### src/rtl/sdram_requester.sv
// rtl/sdram_requester.sv - request FIFO and single-outstanding issue FSM in front of an SDRAM controller
module sdram_requester #(
    parameter int FIFO_DEPTH     = 4,
    parameter int TIMEOUT_CYCLES = 1024
) (
    input  logic        SDRAM_CONTROLLER_CLK,
    input  logic        Reset,
    input  logic        REQ_VALID,
    output logic        REQ_READY,
    input  logic        REQ_WE,
    input  logic [24:0] REQ_ADDR,
    input  logic [31:0] REQ_WDATA,
    output logic        RSP_VALID,
    output logic [31:0] RSP_RDATA,
    output logic        WR_DONE,
    output logic        READY_INIT,
    output logic        ERR_TIMEOUT,
    input  logic        INIT_DONE,
    input  logic        RW_ACK,
    input  logic [31:0] DATA_READ,
    output logic        RW_READ,
    output logic        RW_WRITE,
    output logic [24:0] DATA_ADDR,
    output logic [31:0] DATA_WRITE
);

    localparam int AW = $clog2(FIFO_DEPTH);
    localparam int TW = $clog2(TIMEOUT_CYCLES + 1);
    localparam int EW = 1 + 25 + 32;

    typedef enum logic [1:0] {
        WAIT_INIT = 2'd0,
        IDLE      = 2'd1,
        ISSUE     = 2'd2,
        GAP       = 2'd3
    } state_t;

    state_t         state;
    state_t         state_nxt;

    logic [EW-1:0]  fifo_mem [FIFO_DEPTH];
    logic [AW-1:0]  wr_ptr;
    logic [AW-1:0]  rd_ptr;
    logic [AW:0]    count;
    logic [EW-1:0]  head;
    logic           push;
    logic           pop;
    logic           fifo_empty;

    logic [TW-1:0]  tmr_cnt;
    logic           timeout_hit;
    logic           load;
    logic           ack_take;
    logic           tmo;

    assign REQ_READY   = (count != (AW+1)'(FIFO_DEPTH));
    assign fifo_empty  = (count == '0);
    assign push        = REQ_VALID & REQ_READY;
    assign pop         = ack_take | tmo;
    assign head        = fifo_mem[rd_ptr];
    assign timeout_hit = (tmr_cnt == TW'(TIMEOUT_CYCLES - 1));

    // Storage has no reset; occupancy and pointers alone define validity.
    always_ff @(posedge SDRAM_CONTROLLER_CLK) begin
        if (push) begin
            fifo_mem[wr_ptr] <= {REQ_WE, REQ_ADDR, REQ_WDATA};
        end
    end

    always_ff @(posedge SDRAM_CONTROLLER_CLK) begin
        if (Reset) begin
            wr_ptr <= '0;
            rd_ptr <= '0;
            count  <= '0;
        end else begin
            if (push) begin
                wr_ptr <= wr_ptr + AW'(1);
            end
            if (pop) begin
                rd_ptr <= rd_ptr + AW'(1);
            end
            case ({push, pop})
                2'b10:   count <= count + (AW+1)'(1);
                2'b01:   count <= count - (AW+1)'(1);
                default: count <= count;
            endcase
        end
    end

    always_ff @(posedge SDRAM_CONTROLLER_CLK) begin
        if (Reset) begin
            state <= WAIT_INIT;
        end else begin
            state <= state_nxt;
        end
    end

    always_comb begin
        state_nxt = state;
        load      = 1'b0;
        ack_take  = 1'b0;
        tmo       = 1'b0;
        case (state)
            WAIT_INIT: begin
                if (INIT_DONE) begin
                    state_nxt = IDLE;
                end
            end
            IDLE: begin
                if (!fifo_empty) begin
                    load      = 1'b1;
                    state_nxt = ISSUE;
                end
            end
            ISSUE: begin
                // An acknowledge on the final allowed cycle still wins over the timeout.
                if (RW_ACK) begin
                    ack_take  = 1'b1;
                    state_nxt = GAP;
                end else if (timeout_hit) begin
                    tmo       = 1'b1;
                    state_nxt = GAP;
                end
            end
            GAP: begin
                state_nxt = IDLE;
            end
            default: begin
                state_nxt = WAIT_INIT;
            end
        endcase
    end

    always_ff @(posedge SDRAM_CONTROLLER_CLK) begin
        if (Reset) begin
            RW_READ     <= 1'b0;
            RW_WRITE    <= 1'b0;
            DATA_ADDR   <= '0;
            DATA_WRITE  <= '0;
            RSP_VALID   <= 1'b0;
            RSP_RDATA   <= '0;
            WR_DONE     <= 1'b0;
            READY_INIT  <= 1'b0;
            ERR_TIMEOUT <= 1'b0;
            tmr_cnt     <= '0;
        end else begin
            RSP_VALID <= 1'b0;
            WR_DONE   <= 1'b0;
            if (state == WAIT_INIT && INIT_DONE) begin
                READY_INIT <= 1'b1;
            end
            if (load) begin
                RW_WRITE   <= head[EW-1];
                RW_READ    <= ~head[EW-1];
                DATA_ADDR  <= head[56:32];
                DATA_WRITE <= head[31:0];
                tmr_cnt    <= '0;
            end
            if (state == ISSUE) begin
                tmr_cnt <= tmr_cnt + TW'(1);
            end
            if (ack_take) begin
                RW_READ  <= 1'b0;
                RW_WRITE <= 1'b0;
                if (RW_READ) begin
                    RSP_RDATA <= DATA_READ;
                    RSP_VALID <= 1'b1;
                end else begin
                    WR_DONE <= 1'b1;
                end
            end
            if (tmo) begin
                RW_READ     <= 1'b0;
                RW_WRITE    <= 1'b0;
                ERR_TIMEOUT <= 1'b1;
            end
        end
    end

endmodule

### config.mk
export PLATFORM = sky130hd
export DESIGN_NAME = sdram_requester
export DESIGN_NICKNAME = d
export VERILOG_FILES = /design/src/rtl/sdram_requester.sv
export SDC_FILE = /design/constraint.sdc
export NUM_CORES = 1
export LEC_CHECK = 0
export CORE_UTILIZATION = 56
export CTS_CLUSTER_SIZE = 16
export DETAILED_ROUTE_END_ITERATION = 8
export DONT_BUFFER_PORTS = 1
export PLACE_DENSITY = 0.71
export SLEW_MARGIN = 20
export SYNTH_ARGS = -nofsm -noshare
export SYNTH_HDL_FRONTEND = slang
export SYNTH_SLANG_ARGS = --single-unit
### constraint.sdc
create_clock -name SDRAM_CONTROLLER_CLK -period 2.3 [get_ports SDRAM_CONTROLLER_CLK]
set_clock_uncertainty 0.05 [all_clocks]
set_input_delay 0.23 -clock SDRAM_CONTROLLER_CLK [delete_from_list [all_inputs] [get_ports SDRAM_CONTROLLER_CLK]]
set_output_delay 0.23 -clock SDRAM_CONTROLLER_CLK [all_outputs]
set_load 0.1 [all_outputs]
# [Word-level counts from Yosys, hierarchy flattened]
# Memories as Yosys holds them, arrays and structs flattened. A register that Yosys moved wholly into a read port is not among the register bits.
# Cells that the tools add are included.
[word_totals] reg_bits=115 ramBits=232 output_inout_bits=96 word_cells=64 mem_count=1
[memory_table] memory="fifo_mem" words=4 word_bits=58 rd=1 rd_ports_with_merged_regs=1 write_ports=1 line_no="41" text="logic [EW-1:0] fifo_mem [FIFO_DEPTH];"
[op_classes] n_addsub=5 eq_ne=10 muxes=21 bitwise=4 reduce_logical=9
[op_table] op="two-way mux 11 bit" n=2
[op_table] op="two-way mux 2 bit" n=6
[op_table] op="adder 11 x 1 -> 11 bit (second input constant)" n=1
[op_table] op="== test 11 x 10 -> 1 bit (second input constant)" n=1
[op_table] op="two-way mux 1 bit" n=11
[op_table] op="one-hot mux 2 bit (4 select lines)" n=1
[op_table] op="== test 2 bit (second input constant)" n=3
[op_table] op="inequality test 3 bit (second input constant)" n=2
[op_table] op="one-hot mux 3 bit (2 select lines)" n=1
[op_table] op="adder 2 x 1 -> 2 bit (second input constant)" n=2
[op_table] op="== test 2 x 1 -> 1 bit (second input constant)" n=2
[op_table] op="inequality test 2 bit (second input constant)" n=2
[op_table] op="nonzero test 2 bit" n=2
[op_table] op="adder 3 x 1 -> 3 bit (second input constant)" n=1
[op_table] op="zero test 3 bit" n=1
[op_table] op="AND reduction 3 bit" n=1
[op_table] op="OR reduction 3 bit" n=1
[op_table] op="subtractor 3 x 1 -> 3 bit (second input constant)" n=1
[op_table] op="zero test 2 bit" n=1
[op_table] op="NOT 1 bit" n=2
[op_table] op="AND reduction 2 bit" n=1
[op_table] op="OR reduction 2 bit" n=1
[op_table] op="bitwise AND 1 bit" n=1
[op_table] op="logical AND 1 bit" n=1
[op_table] op="OR 1 bit" n=1

# [Longest topological paths before layout]
[logic_depth] depth_word=7 depth_mapped=10

# [Least setup slack after synthesis]
# OpenSTA, ideal clock, no wires.
[synth_path] kind="register to register" start="register count[0]" end="memory fifo_mem[0][0] (netlist bit), enable pin" setup_ns=0.422 arrival_ns=2.697 path_slack_ns=-0.869 path_stages_with_launch=3 cell_sequence="dfxtp_1 or3b_1 and3_1"
[synth_between] elab_chain_len=4
[synth_lines] item="start: declaration" line_no="44" text="logic [AW:0] count;"
[synth_lines] item="start signal: assignment" line_no="83" text="2'b10: count <= count + (AW+1)'(1);"
[synth_lines] item="start signal: assignment" line_no="84" text="2'b01: count <= count - (AW+1)'(1);"
[synth_lines] item="start signal: assignment" line_no="85" text="default: count <= count;"
[synth_lines] item="inequality test 3 bit" line_no="56" text="assign REQ_READY = (count != (AW+1)'(FIFO_DEPTH));"
[synth_lines] item="net REQ_READY" line_no="9" text="output logic REQ_READY,"
[synth_lines] item="bitwise AND 1 bit" line_no="58" text="assign push = REQ_VALID & REQ_READY;"
[synth_lines] item="two-way mux 1 bit" line_no="65" text="if (push) begin"
[synth_lines] item="two-way mux 1 bit (not written as such)" line_no="66" text="fifo_mem[wr_ptr] <= {REQ_WE, REQ_ADDR, REQ_WDATA};"
[synth_lines] item="end: declaration" line_no="41"
# The timed path passes the listed nets, and every way through them passes these cells.

# [Worst setup path after layout]
[layout_path] start="register tmr_cnt[1]" end="register count[2]"
[layout_between] elab_chain_len=7 elab_cells_between_ends=9 classes_between="eq/ne: 3; mux: 4; bitwise: 1; reduce/logical: 1"
[layout_lines] item="start: declaration" line_no="50" text="logic [TW-1:0] tmr_cnt;"
[layout_lines] item="start signal: assignment" line_no="160" text="tmr_cnt <= tmr_cnt + TW'(1);"
[layout_lines] item="== test 11 x 10 -> 1 bit *" line_no="61" text="assign timeout_hit = (tmr_cnt == TW'(TIMEOUT_CYCLES - 1));"
[layout_lines] item="two-way mux 1 bit *" line_no="120" text="end else if (timeout_hit) begin"
[layout_lines] item="two-way mux 1 bit *" line_no="117" text="if (RW_ACK) begin"
[layout_lines] item="two-way mux 1 bit *" line_no="103" text="case (state)"
[layout_lines] item="OR 1 bit *" line_no="59" text="assign pop = ack_take | tmo;"
[layout_lines] item="== test 2 x 1 -> 1 bit / == test 2 bit (equally long branches)" line_no="82" text="case ({push, pop})"
[layout_lines] item="one-hot mux 3 bit (2 select lines) / nonzero test 2 bit (equally long branches)"
# Mark *: on every way between the ends. The rest lies on a longest branch, timed or not.
# A chain may end at the register's enable or synchronous reset.

==> impl_metrics.ini <==
[outcome]
status = complete, but fails checks
failed_checks = negative setup slack

[critical_path]
crit_top_cell = ha_4
critPathKind = flop to flop
worstPathArrival_ps = 2710
cp_top_family = simple AND/OR/NAND/NOR gates
cpPeakStageDelay_ps = 350
crit_buf_inv = 1
startpoint_type = flop
endpoint_kind = flop
slowest_stage = dfxtp_2
crit_fanout = 3
worstPathRequired_ps = 2680
crit_chain = ha_4, and3_4, a41oi_4, and2b_4, ha_4, inv_2, fa_2, xor2_1, or3_1, a21oi_2

[finish]
area_growth_pct = 33.4
layout-drive-gt1-share_pct = 24.5
layoutNonFillerInstCount = 1447
postLayoutCoreUtil_pct = 77.2
final_cell_mix = edfxtp_1, nand2_1, dlygate4sd3_1, buf_4, dfxtp_1
final_common_cell = edfxtp_1
final_nets = 1241

[clocking]
cts_tree = built
cts_sinks = 349
clock_latency_ps = 520
cts_made_buffers = 36
htree_levels = 2
ctsRootBufferMaster = clkbuf_16
ctsLongestPathBuffers = 3
clk_pin_slew_ps = 60

[global_route]
grt_pass1_wl_um = 44900
grtUsageTotal_pct = 24.9
grt_pass1_vias = 8460
antenna_found_initial = 4
overflow = 0
grt_start_max_net_pins = 119

[floorplanning]
dieWidth_um = 153
die_y_um = 153
rows = 54
start_util_pct = 57.9
core_um2 = 22100
io_pins = 191
dieArea_um2 = 23400

[synthesis]
synth_edf_count = 232
netlist_instances = 851
ys_seq_area_share_pct = 72.8
yosysWarningCount = 0
ys_ff_latch = 349
synth.net_count = 957
syn_area_um2 = 12800
synthDistinctLibCells = 46
ys_async_sr_fraction_pct = 0
ys.flop_type = edfxtp_1
syn_area_per_cell_um2 = 15.0

[power]
p_per_area_nw_per_um2 = 1010
ir_worst_vdd_mv = 0.785
power.share.clock_pct = 32.9
netSwitchingFraction_pct = 30.3
p_switching_mw = 5.24
p_comb_share_pct = 24.1
power.leakage_nw = 6.18
seqPwrFrac_pct = 43.0
internal_power_mw = 12.1

[sta]
fin_crit_sh_pct = 101
period_minus_slack_ps = 2330
rsz0062_at_grt = yes
hold_violations = 0
worstMarginPinSlew_ps = 598
maxSlewViolCount = 0
slew_headroom_pct = 60.0
max_freq_mhz = 430
finalSetupViolCount = 3
setup_ws_ps = -26.7

[placement]
place.detailed.hpwl_um = 16100
preCtsSetupSlack_ps = -41.3
port_buffers = 0
dp_cells = 1203
gp_congestion = 0.842

[min_path]
hold_class = primary input to flop

[drt]
drtPass1Iterations = 5
wl_per_cell_um = 20.9
finalWirelength_um = 30300
viasPerCell = 5.70
final_antenna_net_count = 0
initialDrtViolationCount = 647
drc = 0
routed-via-count = 8254

[run]
max_cap_viol_count = 0
==> power by group through the flow <==
stage / clock (mW) / combinational (mW) / sequential (mW)
after floorplan: 0 / 1.35 / 8.87
after global placement: 0 / 3.43 / 7.53
after detailed placement: 0 / 3.51 / 7.57
after CTS: 5.74 / 3.90 / 7.44
after global routing: 6.01 / 4.39 / 7.48
final: 5.69 / 4.17 / 7.44
==> synth_stat cells, types with 3 or more instances <==
library cell    n  area [um2]
edfxtp_1      232        6970
nand2_1       190         713
dfxtp_1       117        2340
a21oi_1       101         505
mux4_2         58        1310
clkbuf_1       32         120
nor2_1         13        48.8
ha_1           10         125
inv_1          10        37.5
buf_2           8        40.0
o21ai_0         8        40.0
buf_1           7        26.3
and3_1          6        37.5
nand3_1         4        20.0
nor3_1          4        20.0
a311oi_1        3        26.3
a31oi_1         3        18.8
buf_4           3        22.5
nand2b_1        3        18.8
nand3b_1        3        22.5
nand4_1         3        18.8
nor2b_1         3        18.8
==> routing by layer <==
layer | wire length (um) | vias to the layer above | track usage, %
met5 | 0 | - | 0
met4 | 718 | 0 | 8.23
met3 | 2280 | 63 | 5.64
met2 | 15800 | 363 | 44.5
met1 | 11400 | 4116 | 29.8
li1 | - | 3712 | -
==> kinds of logic after synthesis <==
| group | count (synthesis) | share of synthesized area [%] |
|---|---|---|
| AO/OA/AOI/OAI | 122 | 5.22 |
| XOR/XNOR | 3 | 0.205 |
| adder cells (fa/ha/maj) | 11 | 1.13 |
| buffers and inverters | 60 | 1.93 |
| flip-flops | 349 | 72.8 |
| multiplexers | 63 | 10.6 |
| AND/OR/NAND/NOR | 243 | 8.09 |
==> final timing paths <==
kind                            cells past startpoint  slack [ps]                          to                        from
worst max-delay path                               10         -30       count[2]$_SDFFE_PP0P_     tmr_cnt[1]$_SDFFE_PP0P_
worst min-delay path                                3          20       state[1]$_SDFFE_PP0P_                   INIT_DONE
worst max register to register                     10         -30       count[2]$_SDFFE_PP0P_     tmr_cnt[1]$_SDFFE_PP0P_
worst min register to register                      2         460  RSP_RDATA[15]$_SDFFE_PP0P_  RSP_RDATA[15]$_SDFFE_PP0P_
==> worst reg2reg max path: stages (launching register included) <==
cell and delay, ps:
dfxtp_2 350, ha_4 150, and3_4 200, a41oi_4 110, and2b_4 290, ha_4 140
inv_2 30, fa_2 320, xor2_1 160, or3_1 330, a21oi_2 130
==> registers in the layout (all words and copies together), names as in the netlist, named ones only <==
register,cells
RSP_RDATA,32
fifo_mem,232
ERR_TIMEOUT,1
rd_ptr,2
RW_WRITE,1
tmr_cnt,11
WR_DONE,1
DATA_WRITE,32
RW_READ,1
READY_INIT,1
count,3
DATA_ADDR,25
RSP_VALID,1
state,2
wr_ptr,2
==> final cells by class <==
type / count / area (um2)
Inverter: 10 / 37.5
Clock buffer: 48 / 1030
Timing Repair Buffer: 296 / 2850
Clock inverter: 18 / 144
Antenna cell: 4 / 10.0
Multi-Input combinational cell: 442 / 3320
Tap cell: 280 / 350
Fill cell: 1198 / 5030
Sequential cell: 349 / 9320
==> per-stage QoR <==
step	hold WS, ps	power, mW	area, um2	TNS [ps]
floorplan	279	10.2	12800	0
global placement	264	11.0	14000	0
detailed placement	265	11.1	14000	-41.3
CTS	-263	17.1	16700	-18.2
global route	40.2	17.9	17100	-193
finish	22.6	17.3	17100	-34.8
==> what timing repair did <==
action / CTS / global route
endpoints found under the hold margin: 349 / 28
setup buffers: 2 / 12
pin swaps: 0 / 1
hold buffers: 150 / 11
resized for setup: 1 / 14
endpoints found under the setup margin: 1 / 67
Power figures use the tool's default switching activity.
